--- src/rtl/mips_bus_pkg.sv ---
`default_nettype none
// +--------------------------------------------------------------------+
// | Module      : mips_bus_pkg                                         |
// | Description : Shared types and constants for the two-master        |
// |               memory bus arbiter.                                  |
// | Revision    : 1.0  initial release                                 |
// +--------------------------------------------------------------------+
package mips_bus_pkg;

  // Encoding chosen so the state bits double as the one-hot grant vector.
  typedef enum logic [1:0] {
    IDLE = 2'b00,
    OWN0 = 2'b01,
    OWN1 = 2'b10
  } arb_state_t;

  localparam int M_CPU = 0;
  localparam int M_DMA = 1;

  typedef struct packed {
    logic [31:0] address;
    logic        read;
    logic        write;
    logic [31:0] writedata;
    logic [3:0]  byteenable;
  } bus_req_t;

endpackage
`default_nettype wire

--- src/rtl/arb_rr_pick.sv ---
`default_nettype none
// +--------------------------------------------------------------------+
// | Module      : arb_rr_pick                                          |
// | Description : Combinational next-owner selector: round-robin with  |
// |               a bounded number of completions per grant.           |
// | Revision    : 1.0  initial release                                 |
// +--------------------------------------------------------------------+
module arb_rr_pick
  import mips_bus_pkg::*;
#(
  parameter int MAX_HOLD  = 4,
  parameter bit CPU_FIRST = 1'b1
) (
  input  arb_state_t state,
  input  logic [1:0] req,
  input  logic       last,
  input  logic       last_vld,
  input  logic [3:0] hold_cnt,
  input  logic       done,
  output arb_state_t next_state
);

  localparam logic [4:0] HOLD_LIM = 5'(MAX_HOLD);

  logic       own_is1;
  logic       own_req;
  logic       oth_req;
  logic       hold_hit;
  arb_state_t other;

  assign own_is1  = (state == OWN1);
  assign own_req  = own_is1 ? req[M_DMA] : req[M_CPU];
  assign oth_req  = own_is1 ? req[M_CPU] : req[M_DMA];
  assign other    = own_is1 ? OWN0 : OWN1;
  // Saturating counter plus >= keeps the bound even if the owner ran
  // uncontended past the limit before the other master showed up.
  assign hold_hit = (({1'b0, hold_cnt} + 5'd1) >= HOLD_LIM);

  // Next owner from current owner, requests, history and hold count.
  always_comb begin
    next_state = state;
    case (state)
      IDLE: begin
        if (req == 2'b11) begin
          if (last_vld) next_state = last ? OWN0 : OWN1;
          else          next_state = CPU_FIRST ? OWN0 : OWN1;
        end else if (req[M_CPU]) begin
          next_state = OWN0;
        end else if (req[M_DMA]) begin
          next_state = OWN1;
        end else begin
          next_state = IDLE;
        end
      end
      OWN0, OWN1: begin
        if (!own_req) begin
          next_state = IDLE;
        end else if (done) begin
          if (oth_req && hold_hit) next_state = other;
          else if (own_req)        next_state = state;
          else if (oth_req)        next_state = other;
          else                     next_state = IDLE;
        end else begin
          next_state = state;
        end
      end
      default: next_state = IDLE;
    endcase
  end

endmodule
`default_nettype wire

--- src/rtl/mips_bus_arbiter.sv ---
`default_nettype none
// +--------------------------------------------------------------------+
// | Module      : mips_bus_arbiter                                     |
// | Description : Two-master Avalon-style bus arbiter (CPU + DMA) with |
// |               registered grant and bounded round-robin hold.       |
// | Revision    : 1.0  initial release                                 |
// +--------------------------------------------------------------------+
module mips_bus_arbiter
  import mips_bus_pkg::*;
#(
  parameter int MAX_HOLD  = 4,
  parameter bit CPU_FIRST = 1'b1
) (
  input  logic        clk,
  input  logic        reset,
  input  logic [31:0] m0_address,
  input  logic        m0_read,
  input  logic        m0_write,
  input  logic [31:0] m0_writedata,
  input  logic [3:0]  m0_byteenable,
  output logic        m0_waitrequest,
  output logic [31:0] m0_readdata,
  input  logic [31:0] m1_address,
  input  logic        m1_read,
  input  logic        m1_write,
  input  logic [31:0] m1_writedata,
  input  logic [3:0]  m1_byteenable,
  output logic        m1_waitrequest,
  output logic [31:0] m1_readdata,
  output logic [31:0] mem_address,
  output logic        mem_read,
  output logic        mem_write,
  output logic [31:0] mem_writedata,
  output logic [3:0]  mem_byteenable,
  input  logic        mem_waitrequest,
  input  logic [31:0] mem_readdata,
  output logic [1:0]  grant,
  output logic        busy
);

  arb_state_t state;
  arb_state_t state_nxt;
  logic       last;
  logic       last_vld;
  logic [3:0] hold_cnt;
  logic       busy_q;
  logic [1:0] req;
  logic       own0;
  logic       own1;
  logic       done;
  bus_req_t   m0_req;
  bus_req_t   m1_req;
  bus_req_t   sel_req;

  assign m0_req = '{address: m0_address, read: m0_read, write: m0_write,
                    writedata: m0_writedata, byteenable: m0_byteenable};
  assign m1_req = '{address: m1_address, read: m1_read, write: m1_write,
                    writedata: m1_writedata, byteenable: m1_byteenable};

  assign req[M_CPU] = m0_read | m0_write;
  assign req[M_DMA] = m1_read | m1_write;
  assign own0       = (state == OWN0);
  assign own1       = (state == OWN1);
  assign done       = ((own0 & req[M_CPU]) | (own1 & req[M_DMA])) & ~mem_waitrequest;

  arb_rr_pick #(
    .MAX_HOLD  (MAX_HOLD),
    .CPU_FIRST (CPU_FIRST)
  ) u_pick (
    .state      (state),
    .req        (req),
    .last       (last),
    .last_vld   (last_vld),
    .hold_cnt   (hold_cnt),
    .done       (done),
    .next_state (state_nxt)
  );

  // Owner, history and hold-count registers; reset forces the bus idle at once.
  always_ff @(posedge clk or negedge reset) begin
    if (!reset) begin
      state    <= IDLE;
      last     <= 1'b0;
      last_vld <= 1'b0;
      hold_cnt <= 4'd0;
      busy_q   <= 1'b0;
    end else begin
      state  <= state_nxt;
      busy_q <= (state_nxt != IDLE);
      if (done) begin
        last     <= own1;
        last_vld <= 1'b1;
      end
      if ((state_nxt != state) || (state_nxt == IDLE)) begin
        hold_cnt <= 4'd0;
      end else if (done && (hold_cnt != 4'hF)) begin
        hold_cnt <= hold_cnt + 4'd1;
      end
    end
  end

  // Only the owner's request reaches memory; a non-owner's inputs never do.
  always_comb begin
    sel_req = '0;
    if (own0)      sel_req = m0_req;
    else if (own1) sel_req = m1_req;
  end

  // A simultaneous read+write is treated as a write.
  assign mem_address    = sel_req.address;
  assign mem_write      = sel_req.write;
  assign mem_read       = sel_req.read & ~sel_req.write;
  assign mem_writedata  = sel_req.writedata;
  assign mem_byteenable = sel_req.byteenable;

  assign m0_waitrequest = own0 ? mem_waitrequest : 1'b1;
  assign m1_waitrequest = own1 ? mem_waitrequest : 1'b1;
  assign m0_readdata    = own0 ? mem_readdata : 32'd0;
  assign m1_readdata    = own1 ? mem_readdata : 32'd0;

  // State encoding is the one-hot grant, so grant comes straight from flops.
  assign grant = state;
  assign busy  = busy_q;

endmodule
`default_nettype wire

--- config.mk ---
export PLATFORM = sky130hd
export DESIGN_NAME = mips_bus_arbiter
export DESIGN_NICKNAME = d
export VERILOG_FILES = /design/src/rtl/mips_bus_pkg.sv /design/src/rtl/arb_rr_pick.sv /design/src/rtl/mips_bus_arbiter.sv
export SDC_FILE = /design/constraint.sdc
export NUM_CORES = 1
export LEC_CHECK = 0
export BUFFER_PORTS_ARGS = -buffer_cell sky130_fd_sc_hd__buf_2
export CAP_MARGIN = 20
export CORE_AREA = 2 2 123 125
export CTS_CLUSTER_SIZE = 12
export DETAILED_ROUTE_END_ITERATION = 16
export DIE_AREA = 0 0 125 127
export PLACE_DENSITY_LB_ADDON = 0.05
export SKIP_LAST_GASP = 1
export SLEW_MARGIN = 15
export SYNTH_ARGS = -nofsm -noshare
export SYNTH_HDL_FRONTEND = slang
export SYNTH_SLANG_ARGS = --single-unit
--- constraint.sdc ---
create_clock -name clk -period 2.45 [get_ports clk]
set_input_delay 0.1225 -clock clk [delete_from_list [all_inputs] [get_ports clk]]
set_output_delay 0.1225 -clock clk [all_outputs]
set_load 0.02 [all_outputs]
== Word level (Yosys, flattened, before mapping) ==
Index checks and enable logic that the tools add are counted.

* Flip-flop bits (word level): 9
* Latch bits: 0
* Memory bits (writable): 0
* Memory bits (read-only): 0
* Input port bits: 175
* Output and inout bits: 139
* Logic and storage cells: 50
* Memories: 0

* Add/sub/neg operators: 2
* $mul: 0
* Div/mod/pow operators: 0
* $lt $le $gt $ge: 1
* Eq/ne operators: 5
* Shift operators: 0
* Muxes and demuxes: 20
* Bitwise logic cells: 9
* Reductions and logical operators: 8

{| class="wikitable"
|+ Operator list
! kind !! number
|-
| two-way mux 70 bit || 2
|-
| two-way mux 32 bit || 2
|-
| two-way mux 2 bit || 9
|-
| two-way mux 4 bit || 2
|-
| adder 4 x 1 -> 5 bit, second input constant || 1
|-
| >= comparator 5 x 3 -> 1 bit, second input constant || 1
|-
| adder 4 x 1 -> 4 bit, second input constant || 1
|-
| bitwise AND 1 bit || 4
|-
| equality test 2 bit, second input constant || 2
|-
| zero test 2 bit || 2
|-
| two-way mux 1 bit || 4
|-
| != test 4 bit, second input constant || 1
|-
| case mux 2 bit (2 select lines) || 1
|-
| nonzero test 2 bit || 2
|-
| OR 1 bit || 3
|-
| equality test 2 x 1 -> 1 bit, second input constant || 1
|-
| logical AND 1 bit || 2
|-
| != test 2 bit || 1
|-
| NOT 1 bit || 2
|-
| OR reduction 2 bit || 1
|-
| logical OR 1 bit || 1
|}

== Longest topological paths before layout ==
Gate-level depths: netlist of run 1.

* Depth after elaboration: 10
* Gate-level depth with buffers: 8
* Depth with buffers taken out: 7

== Hierarchy ==
A second synthesis of run 1 with hierarchy kept.

* Cells, all modules: 223
* Area, all modules: 1709.1 um^2

{| class="wikitable"
|+ Modules (own cells, without submodules)
! module !! times used !! cells an instance !! area each (um^2) !! seq. area each (um^2)
|-
| mips_bus_arbiter || 1 || 203 || 1554.0 || 225.2
|-
| arb_rr_pick || 1 || 20 || 155.1 || 0.0
|}

== Worst setup path before layout of run 1 ==
Ideal clock, no wire load.

* Kind: register -> register
* From: register state[0] (netlist: grant[0])
* To: register hold_cnt[3]
* Setup time: 0.094 ns
* Arrival time: 2.100 ns
* Path slack: 0.256 ns
* Cell stages (with the launch flop): 9
* Path buffers: 1
* Cells stage by stage: dfrtp_1 -> inv_1 -> ha_1 -> nor3b_2 -> or3_1 -> buf_2 -> o21ai_1 -> nand4_2 -> a221oi_2

* Cells in the longest elaborated chain, start to end: 10
* Elaborated cells on any way between the ends: 22
* Those cells by class: eq/ne (3); mux (8); bitwise (4); reduce/logical (7)

{| class="wikitable"
|+ Ends and longest elaborated chain
! item !! line !! source
|-
| from (decl) || mips_bus_arbiter.sv:41 || <nowiki>arb_state_t state;</nowiki>
|-
| from (signal assigned) || mips_bus_arbiter.sv:88 || <nowiki>state <= state_nxt;</nowiki>
|-
| equality test 2 bit * || mips_bus_arbiter.sv:63 || <nowiki>assign own1 = (state == OWN1);</nowiki>
|-
| via own1 || mips_bus_arbiter.sv:49 || <nowiki>logic own1;</nowiki>
|-
| bitwise AND 1 bit or two-way mux 1 bit (tied branches) || mips_bus_arbiter.sv:64, arb_rr_pick.sv:33 ||
|-
| OR 1 bit or logical AND 1 bit (tied branches) || mips_bus_arbiter.sv:64, arb_rr_pick.sv:59 ||
|-
| bitwise AND 1 bit or two-way mux 2 bit (tied branches) || mips_bus_arbiter.sv:64, arb_rr_pick.sv:59 ||
|-
| two-way mux 2 bit || arb_rr_pick.sv:58 || <nowiki>end else if (done) begin</nowiki>
|-
| two-way mux 2 bit || arb_rr_pick.sv:56 || <nowiki>if (!own_req) begin</nowiki>
|-
| case mux 2 bit (2 select lines) || arb_rr_pick.sv:42 || <nowiki>case (state)</nowiki>
|-
| != test 2 bit or zero test 2 bit (tied branches) || mips_bus_arbiter.sv:94 || <nowiki>if ((state_nxt != state) || (state_nxt == IDLE)) begin</nowiki>
|-
| logical OR 1 bit || mips_bus_arbiter.sv:94 ||
|-
| two-way mux 4 bit or nonzero test 2 bit (tied branches) || n/a ||
|-
| to (signal assigned) || mips_bus_arbiter.sv:97 || <nowiki>hold_cnt <= hold_cnt + 4'd1;</nowiki>
|-
| to (decl) || mips_bus_arbiter.sv:45 || <nowiki>logic [3:0] hold_cnt;</nowiki>
|}

Mark *: on every way through the listed nets, which the timed path passes. The rest lies on a longest branch.
A chain may end at the register's enable or synchronous reset.

== Worst setup path after layout of run 1 ==
* From: register state[1] (netlist: grant[1])
* To: output mem_address[28]

* Cells in the longest elaborated chain, start to end: 3
* Elaborated cells on any way between the ends: 4
* Those cells by class: eq/ne (2); mux (2)

{| class="wikitable"
|+ Ends and longest elaborated chain
! item !! line !! source
|-
| equality test 2 bit || mips_bus_arbiter.sv:63 ||
|-
| two-way mux 70 bit || mips_bus_arbiter.sv:106 || <nowiki>else if (own1) sel_req = m1_req;</nowiki>
|-
| two-way mux 70 bit * || mips_bus_arbiter.sv:105 || <nowiki>if (own0) sel_req = m0_req;</nowiki>
|-
| to (decl) || mips_bus_arbiter.sv:30 || <nowiki>output logic [31:0] mem_address,</nowiki>
|}

Every way passes the cells marked *; elsewhere a longest branch is shown, timed or not.

==> results of run 1 <==
[worst max-delay path: cells and delay by family (launching register included)]
kind / cells / cell delay, ps
buf+inv: 4 / 830
compound gates: 1 / 200
simple gates: 1 / 180
flops: 1 / 420
fa+ha+maj: 1 / 200
[cell families after synthesis]
family                     share of synthesized area (%)
xor gates and xnor gates                           0.474
muxes                                               1.15
AOI/OAI and AO/OA                                   43.3
DFF                                                 12.2
buffers and inverters                               6.43
and+or+nand+nor                                     32.4
adders and majority gates                           4.06
[report_power, final]
group | internal, W | total (W) | switching [W]
clock network | 0.000215 | 0.000287 | 0.0000719
registers | 0.000183 | 0.000207 | 0.0000238
logic | 0.00124 | 0.00340 | 0.00216
total | 0.00164 | 0.00390 | 0.00226
[flip-flops by register name, summed over array words and instances, names as in the netlist]
name,flops
hold_cnt,4
grant,2
busy,1
last,1
last_vld,1
[layer usage]
| metal | global-route usage, % | up-vias | wire length, um |
|---|---|---|---|
| met5 | 0 | - | 0 |
| met4 | 2.88 | 0 | 220 |
| met3 | 3.18 | 12 | 829 |
| met2 | 26.5 | 118 | 6620 |
| met1 | 16.6 | 1369 | 4850 |
| li1 | - | 1492 | - |
[path summary, 6_finish.rpt]
check	slack, ps	from	end
hold reg to reg	490	last_vld$_DFFE_PN0P_	last_vld$_DFFE_PN0P_
max in group asynchronous	2010	reset	busy$_DFF_PN0_
setup reg to reg	370	hold_cnt[0]$_DFFE_PN0P_	hold_cnt[3]$_DFFE_PN0P_
setup / recovery	220	grant[1]$_DFF_PN0_	mem_address[28]
min in group clk	490	last_vld$_DFFE_PN0P_	last_vld$_DFFE_PN0P_
hold / removal	270	reset	last$_DFFE_PN0P_
[layout by cell type, fill, tap and decap left out, types with 2 or more instances in the layout]
| cell | instances |
|---|---|
| a21oi_1 | 7 |
| a22o_1 | 67 |
| and2_1 | 65 |
| buf_2 | 313 |
| buf_4 | 5 |
| clkbuf_16 | 3 |
| dfrtp_1 | 9 |
| ha_1 | 5 |
| inv_1 | 4 |
| nand2_1 | 7 |
| nand2b_1 | 3 |
| nand3_1 | 2 |
| nand4_1 | 2 |
| nor2_1 | 5 |
| nor2b_1 | 2 |
| nor3_1 | 4 |
| o21ai_0 | 4 |
[stage by stage]
step	hold WS [ps]	total power (W)	std cells	area, um2
final	266	0.00390	723	3720
after global routing	290	0.00417	723	3720
after CTS	273	0.00396	723	3720
after detailed placement	-11.2	0.00365	718	3630
after global placement	-9.04	0.00367	718	3630
after floorplan	-173	0.00241	238	1850
[area by class of cell]
type                    count  area [um2]  share of cell area, %
inverters                   4        15.0                  0.404
flip-flops and latches      9         225                   6.05
clock inverters             1        5.00                  0.135
multi-input cells         201        1520                   41.0
clock buffers               3        75.1                   2.02
well taps                 184         230                   6.19
repair buffers            321        1650                   44.2
[what timing repair did]
| item | CTS | global route |
|---|---|---|
| endpoints found under the setup margin | 0 | 1 |
| hold buffers | 1 | 0 |
| gates resized for setup | 0 | 1 |
| hold endpoints to repair | 9 | 0 |
==> impl_results.md, run 1 <==
* Status: finished, final reports clean
* Cells along the critical path: inv_1 > ha_4 > buf_4 > nor2b_4 > buf_12 > a22o_1 > buf_2
* Number of setup buffers added after CTS at 0
* Cell Area, Synth at 0.00185 mm2
* Initial antenna violation count at 0
* Place WS at 347 ps
* Global-route wire length before repair at 17900 um
* Routed vias/inst at 4.14
* R2R cell count at 6
* Final hold vios at 0
* Max-cap violations at 0
* Initial Util at 12.8%
* Post-synthesis sequential area ratio at 12.2%
* Drt first-iter violations at 170
* Power Dens Cells at 1050 mW/mm2
* Synth warn at 0
* Setup crit start kind: flop
* Post-synth EDFFs at 0
* Share of layout cells above drive strength 1 at 62.2%
* Post-route ant nets at 0
* Period utilisation layout at 91.0%
* Final net count at 721
* Top-count cell post-synth: a22o_1
* RSZ-0062 raised after global routing: no
* Drt total wl at 12500 um
* Setup CP Type: flop to output pin
* Share of the synthesized area in the top cell type at 31.8%
* Syn Inst Count at 238
* Setup_tns at 0 ps
* Die area at 0.0159 mm2
* Relative slew slack at 69.2%
* Area growth syn-to-layout at 101%
* DIE WIDTH at 125 um
* Die H at 127 um
* Final worst setup slack at 222 ps
* Post-synthesis register bit count at 9
* Worst path max stage delay at 420 ps
* Drt pass-1 iters at 4
* Worst setup EP type: output pin
* IO buf count at 313
* Max Root-Sink Buffers at 2
* Grt total ovfl at 0
* Setup violations, final at 0
* Vias in the first global route at 2911
* Setup Skew at 1.67 ps
* Least-Margin Pin Slew at 457 ps
* Top post-synthesis cells by count: a22o_1, and2_1, clkbuf_1
* Reg clk slew, reported paths at 40 ps
* Drt drc at 0
* CP Data Required Time at 2330 ps
* Hold Path Class: primary input to async pin
* Mapped Nets at 419
* Filler cells at 1613
* CTS Buf Count at 3
* Final min period at 2230 ps
* Synth top area cells: a22o_1, and2_1, dfrtp_1
* Fmax at 449 MHz
* Maximum fanout along the worst path at 58
* Clk root buf: clkbuf_16
* DP Wirelength at 10600 um
* Static Leakage at 2.23 nW
* Sink Count at 9
* Total GRT Usage at 14.2%
* Cell accounting for the most synthesized area: a22o_1
* Num ports at 314
* Row cnt at 44
* Largest net degree at the start of global routing at 63
* Final Max Tran Viols at 0
* CTS H-tree depth at 1
* Core area at 0.0144 mm2
* Finished Core Util at 25.8%
* Crit path arrival time at 2110 ps
* Distinct cells, synth at 43
* CP max stage cell: dfrtp_1
* CTS tree: yes
* Number of diodes at 0
* Maximum VDD drop at 0.653 mV
* Routability congestion estimate at 0.816
* Synth Flop Type: dfrtp_1
* Worst-skew pair later-pin latency at 230 ps
* Mean post-synth cell area at 7.76 um2
* Async SR Flop Fraction at 100%
* Via count at 2991
* WL/cell at 17.3 um
(Power assumes the default switching activity.)
==> run 2: changes to the inputs <==
--- a/constraint.sdc
+++ b/constraint.sdc
@@ -3,2 +3,2 @@
 set_output_delay 0.1225 -clock clk [all_outputs]
-set_load 0.02 [all_outputs]
+set_load 0.05 [all_outputs]
==> impl_results.md, run 2 (synthesized netlist as in run 1, its figures left out) <==
* Commonest cells after routing, fill and taps aside: buf_2, and2_1, a22o_1, a22o_2, dfrtp_1 (was buf_2, a22o_1, and2_1, dfrtp_1)
* Drt first-iter violations at 87 (was 170)
* Setup crit start kind: flop (unchanged)
* Routability congestion estimate at 0.855 (was 0.816)
* Routed vias/inst at 4.12 (was 4.14)
* Max-cap violations at 0 (unchanged)
* WL/cell at 16.7 um (was 17.3 um)
* Area growth syn-to-layout at 104% (was 101%)
* Reg clk slew, reported paths at 40 ps (about the same)
* Maximum VDD drop at 0.421 mV (was 0.653 mV)
* Max Root-Sink Buffers at 2 (unchanged)
* FF-to-FF Start: grant[0]$_DFF_PN0_ (was hold_cnt[0]$_DFFE_PN0P_)
* Die area at 0.0159 mm2 (unchanged)
* Max FFs per register at 4 (unchanged)
* Crit path capture: mem_read (was mem_address[28])
* Setup violations, final at 0 (unchanged)
* Final instance area at 0.00377 mm2 (was 0.00372 mm2)
* Global-route wire length before repair at 16900 um (was 17900 um)
* Hold Path Class: primary input to async pin (unchanged)
* Static Leakage at 2.24 nW (was 2.23 nW)
* Via count at 2980 (was 2991)
* Drt pass-1 iters at 4 (unchanged)
* Initial Util at 12.8% (unchanged)
* Row cnt at 44 (unchanged)
* Number of setup buffers added after CTS at 0 (unchanged)
* Reg with most FFs: hold_cnt (unchanged)
* Setup Skew at 3.12 ps (was 1.67 ps)
* CTS tree: yes (unchanged)
* Most common cell after layout, fill and taps aside: buf_2 (unchanged)
* Share of layout cells above drive strength 1 at 67.7% (was 62.2%)
* Maximum fanout along the worst path at 58 (unchanged)
* Fmax at 439 MHz (was 449 MHz)
* Power Dens Cells at 1490 mW/mm2 (was 1050 mW/mm2)
* Final Max Tran Viols at 0 (unchanged)
* Sink Count at 9 (unchanged)
* Post-route ant nets at 0 (unchanged)
* Clk root buf: clkbuf_16 (unchanged)
* Number of diodes at 0 (unchanged)
* Period utilisation layout at 93.1% (was 91.0%)
* Global route hottest layer: met2 (unchanged)
* Global routing usage on met3 at 1.88% (was 3.18%)
* RSZ-0062 raised after global routing: no (unchanged)
* Largest net degree at the start of global routing at 59 (was 63)
* Total GRT Usage at 13.6% (was 14.2%)
* DIE WIDTH at 125 um (unchanged)
* Worst reg-to-reg setup slack at 280 ps (was 370 ps)
* CP Data Required Time at 2330 ps (about the same)
* Crit path launch: grant[1]$_DFF_PN0_ (unchanged)
* Vias in the first global route at 2812 (was 2911)
* Drt total wl at 12100 um (was 12500 um)
* R2R cell count at 7 (was 6)
* Grt total ovfl at 0 (unchanged)
* Worst-skew pair later-pin latency at 240 ps (was 230 ps)
* Crit path arrival time at 2160 ps (was 2110 ps)
* Final net count at 721 (unchanged)
* Status: finished, final reports clean (unchanged)
* Relative slew slack at 59.5% (was 69.2%)
* Filler cells at 1606 (was 1613)
* Initial antenna violation count at 0 (unchanged)
* Met2 capacity usage during global routing at 27.3% (was 26.5%)
* Final hold vios at 0 (unchanged)
* Placed Area at 0.00368 mm2 (was 0.00363 mm2)
* Worst setup EP type: output pin (unchanged)
* CTS Buf Count at 3 (unchanged)
* Setup CP Type: flop to output pin (unchanged)
* Final min period at 2280 ps (was 2230 ps)
* DP Wirelength at 10200 um (was 10600 um)
* Core area at 0.0144 mm2 (unchanged)
* IO buf count at 313 (unchanged)
* PostCTS Resize Cnt at 0 (unchanged)
* Die H at 127 um (unchanged)
* Hold WS at 264 ps (was 266 ps)
* Drt drc at 0 (unchanged)
* CTS H-tree depth at 1 (unchanged)
* Met1 Track Usage GR at 15.1% (was 16.6%)
* Least-Margin Pin Slew at 608 ps (was 457 ps)
* Worst reg2reg endpoint: hold_cnt[3]$_DFFE_PN0P_ (unchanged)
* Num ports at 314 (unchanged)
-- run 2: cell count changes in the layout (fill, tap and decap cells not counted), sizes merged --
cell / previous run / this run
clkinv: 1 / 0
clkbuf: 3 / 4
-- run 2: critical path, cell delays in order (launching register included) --
cell     delay [ps]
dfrtp_1         430
inv_1           160
ha_4            200
buf_4           500
o21ai_1         200
a21oi_2         140
buf_2           280
-- run 2: routing by layer --
layer	vias up	part of all wire, %
met5	-	0
met4	0	1.1
met2	123	56
li1	1486	-
met1	1362	37
met3	9	5.6
-- run 2: area by class of cell --
class,count,area (um2),share of cell area [%]
Clock buffer,4,78.8,2.09
Inverter,4,15.0,0.398
Multi-Input combinational cell,201,1570,41.5
Sequential cell,9,225,5.97
Tap cell,184,230,6.10
Timing Repair Buffer,321,1660,43.9
-- run 2: how the worst min path moves through the flow --
stage,start,endpoint,slack (ps),cells after the start
floorplan,reset,busy$_DFF_PN0_,-170,0
global placement,reset,hold_cnt[1]$_DFFE_PN0P_,-10,1
detailed placement,reset,hold_cnt[3]$_DFFE_PN0P_,-8,1
CTS,reset,busy$_DFF_PN0_,270,2
global route,reset,busy$_DFF_PN0_,290,2
finish,reset,busy$_DFF_PN0_,260,2
-- run 2: per-stage QoR --
stage / total power (W) / util [%] / TNS (ps) / worst slack, ps / std cells
detailed placement: 0.00536 / 25.5 / 0 / 267 / 718
finish: 0.00561 / 26.1 / 0 / 170 / 723
global placement: 0.00539 / 25.5 / 0 / 331 / 718
CTS: 0.00567 / 26.1 / 0 / 141 / 723
floorplan: 0.00414 / - / -129 / -129 / 238
global route: 0.00588 / 26.1 / 0 / 2.89 / 723
-- run 2: power breakdown --
group          switching (W)  internal [W]  total (W)
clock network      0.0000699      0.000217   0.000287
logic                0.00381       0.00130    0.00511
registers          0.0000262      0.000183   0.000209
-- run 2: what timing repair did --
item | in CTS | in global routing
hold buffers | 1 | 0
endpoints found under the hold margin | 9 | 0
endpoints found under the setup margin | 0 | 0
==> run 3: changes to the inputs <==
Settings changed: CORE_AREA 2 2 123 125 to 2 2 122 124, DIE_AREA 0 0 125 127 to 0 0 124 126.
Clock period 2.45 ns to 2.7 ns, I/O delays scaled along.
==> impl_results.md, run 3 (synthesized netlist as in run 1, its figures left out) <==
* Status: finished, final reports clean (unchanged)
* Clk root buf: clkbuf_16 (unchanged)
* Number of setup buffers added after CTS at 0 (unchanged)
* Num ports at 314 (unchanged)
* Reg with most FFs: hold_cnt (unchanged)
* CP bufs+invs at 4 (was 3)
* Grt total ovfl at 0 (unchanged)
* Setup CP Type: flop to output pin (unchanged)
* DIE WIDTH at 124 um (was 125 um)
* Via count at 3013 (was 2980)
* Setup Skew at 0.346 ps (was 3.12 ps)
* Total GRT Usage at 14.2% (was 13.6%)
* Worst-skew pair later-pin latency at 240 ps (about the same)
* Max FFs per register at 4 (unchanged)
* Die H at 126 um (was 127 um)
* RSZ-0062 raised after global routing: no (unchanged)
* Global-route wire length before repair at 17000 um (was 16900 um)
* Initial antenna violation count at 0 (unchanged)
* Final Max Tran Viols at 0 (unchanged)
* Area growth syn-to-layout at 102% (was 104%)
* CP delay by family, top: buffers and inverters (unchanged)
* Final hold vios at 0 (unchanged)
* Vias in the first global route at 2794 (was 2812)
* Period utilisation layout at 90.4%
* CP max stage cell: dfrtp_1 (was buf_4)
* DP Wirelength at 10500 um (was 10200 um)
* Core area at 0.0143 mm2 (was 0.0144 mm2)
* Reg clk slew, reported paths at 40 ps (about the same)
* Static Leakage at 2.22 nW (was 2.24 nW)
* Setup crit start kind: flop (unchanged)
* Post-route ant nets at 0 (unchanged)
* Power Dens Cells at 1360 mW/mm2 (was 1490 mW/mm2)
* Share of layout cells above drive strength 1 at 62.2% (was 67.7%)
* Setup_tns at 0 ps (unchanged)
* Maximum fanout along the worst path at 67 (was 58)
* CTS Buf Count at 3 (unchanged)
* Worst setup EP type: output pin (unchanged)
* Row cnt at 44 (unchanged)
* Routability congestion estimate at 0.893 (was 0.855)
* Drt drc at 0 (unchanged)
* Final Total Pwr at 0.00508 W (was 0.00561 W)
* Final min period at 2440 ps
* Commonest cells after routing, fill and taps aside: buf_2, a22o_1, and2_1, dfrtp_1, nand2_1 (was buf_2, and2_1, a22o_1, a22o_2, dfrtp_1)
* Hold Path Class: primary input to async pin (unchanged)
* Drt first-iter violations at 138 (was 87)
* WP depth at 7 (was 6)
* Filler cells at 1655 (was 1606)
* Crit path arrival time at 2310 ps (was 2160 ps)
* CTS tree: yes (unchanged)
* Hold WS at 288 ps (was 264 ps)
* Cells along the critical path: inv_1 > ha_2 > buf_6 > nor2b_4 > buf_12 > a22o_1 > buf_2 (was inv_1 > ha_4 > buf_4 > o21ai_1 > a21oi_2 > buf_2)
* Setup violations, final at 0 (unchanged)
* Number of diodes at 0 (unchanged)
* Least-Margin Pin Slew at 634 ps (was 608 ps)
* CTS H-tree depth at 1 (unchanged)
* R2R cell count at 7 (unchanged)
* Relative slew slack at 57.8% (was 59.5%)
* Non-Filler Instances at 721 (was 723)
* Sink Count at 9 (unchanged)
* Drt pass-1 iters at 4 (unchanged)
* IO buf count at 313 (unchanged)
* Final net count at 719 (was 721)
* WL/cell at 17.4 um (was 16.7 um)
* Fmax at 410 MHz
* Crit path launch: grant[0]$_DFF_PN0_ (was grant[1]$_DFF_PN0_)
* Drt total wl at 12600 um (was 12100 um)
* Routed vias/inst at 4.18 (was 4.12)
* Max Root-Sink Buffers at 2 (unchanged)
* Most common cell after layout, fill and taps aside: buf_2 (unchanged)
* Maximum VDD drop at 0.402 mV (was 0.421 mV)
* Largest net degree at the start of global routing at 68 (was 59)
* CP Data Required Time at 2570 ps (was 2330 ps)
* Worst path max stage delay at 360 ps (was 500 ps)
* Die area at 0.0156 mm2 (was 0.0159 mm2)
* FF-to-FF Start: grant[1]$_DFF_PN0_ (was grant[0]$_DFF_PN0_)
* Initial Util at 12.9% (was 12.8%)
* Post-Place Cells at 716 (was 718)
* Max-cap violations at 0 (unchanged)
## run 3: through the flow
step / instance area, um2 / util (%) / setup slack (ps)
2_1_floorplan: 1850 / - / 108
3_3_place_gp: 3640 / 25.5 / 377
3_5_place_dp: 3640 / 25.5 / 336
4_1_cts: 3730 / 26.1 / 73.6
5_1_grt: 3740 / 26.1 / 100
6_report: 3740 / 26.1 / 260
## run 3: worst register-to-register path: cells and delay by family (launching register included)
kind | cells | cell delay [ps]
flops | 1 | 450
simple gates | 1 | 230
compound gates | 4 | 1010
buf+inv | 1 | 150
fa+ha+maj | 1 | 220
## run 3: layout make-up
type / instances / area [um2] / area share (%)
timing repair buffer: 319 / 1660 / 44.4
multi-input combinational: 201 / 1530 / 40.9
tap: 184 / 230 / 6.16
sequential: 9 / 225 / 6.02
clock buffer: 4 / 78.8 / 2.11
inverter: 4 / 15.0 / 0.401
## run 3: final timing paths
kind	endpoint	slack, ps
max	mem_writedata[4]	260
min	grant[1]$_DFF_PN0_	290
max reg2reg	hold_cnt[3]$_DFFE_PN0P_	560
min reg2reg	last_vld$_DFFE_PN0P_	480
max in group asynchronous	last$_DFFE_PN0P_	2220
min in group clk	last_vld$_DFFE_PN0P_	480
## run 3: what timing repair did
| item | in CTS | in global routing |
|---|---|---|
| hold buffers | 1 | 0 |
| endpoints found under the setup margin | 0 | 67 |
| resized for setup | 0 | 2 |
| endpoints found under the hold margin | 9 | 0 |
## run 3: metal layers
| metal | up-vias | GRT usage (%) | part of all wire, % |
|---|---|---|---|
| met4 | 0 | 2.12 | 0.88 |
| met2 | 119 | 27.7 | 55 |
| met3 | 9 | 1.59 | 6.4 |
| li1 | 1485 | - | - |
| met5 | - | 0 | 0 |
| met1 | 1400 | 16.4 | 38 |
## run 3: power by group
group / switching [W] / internal [W]
clock: 0.0000708 / 0.000198
sequential: 0.0000256 / 0.000166
combinational: 0.00346 / 0.00115
total: 0.00356 / 0.00152
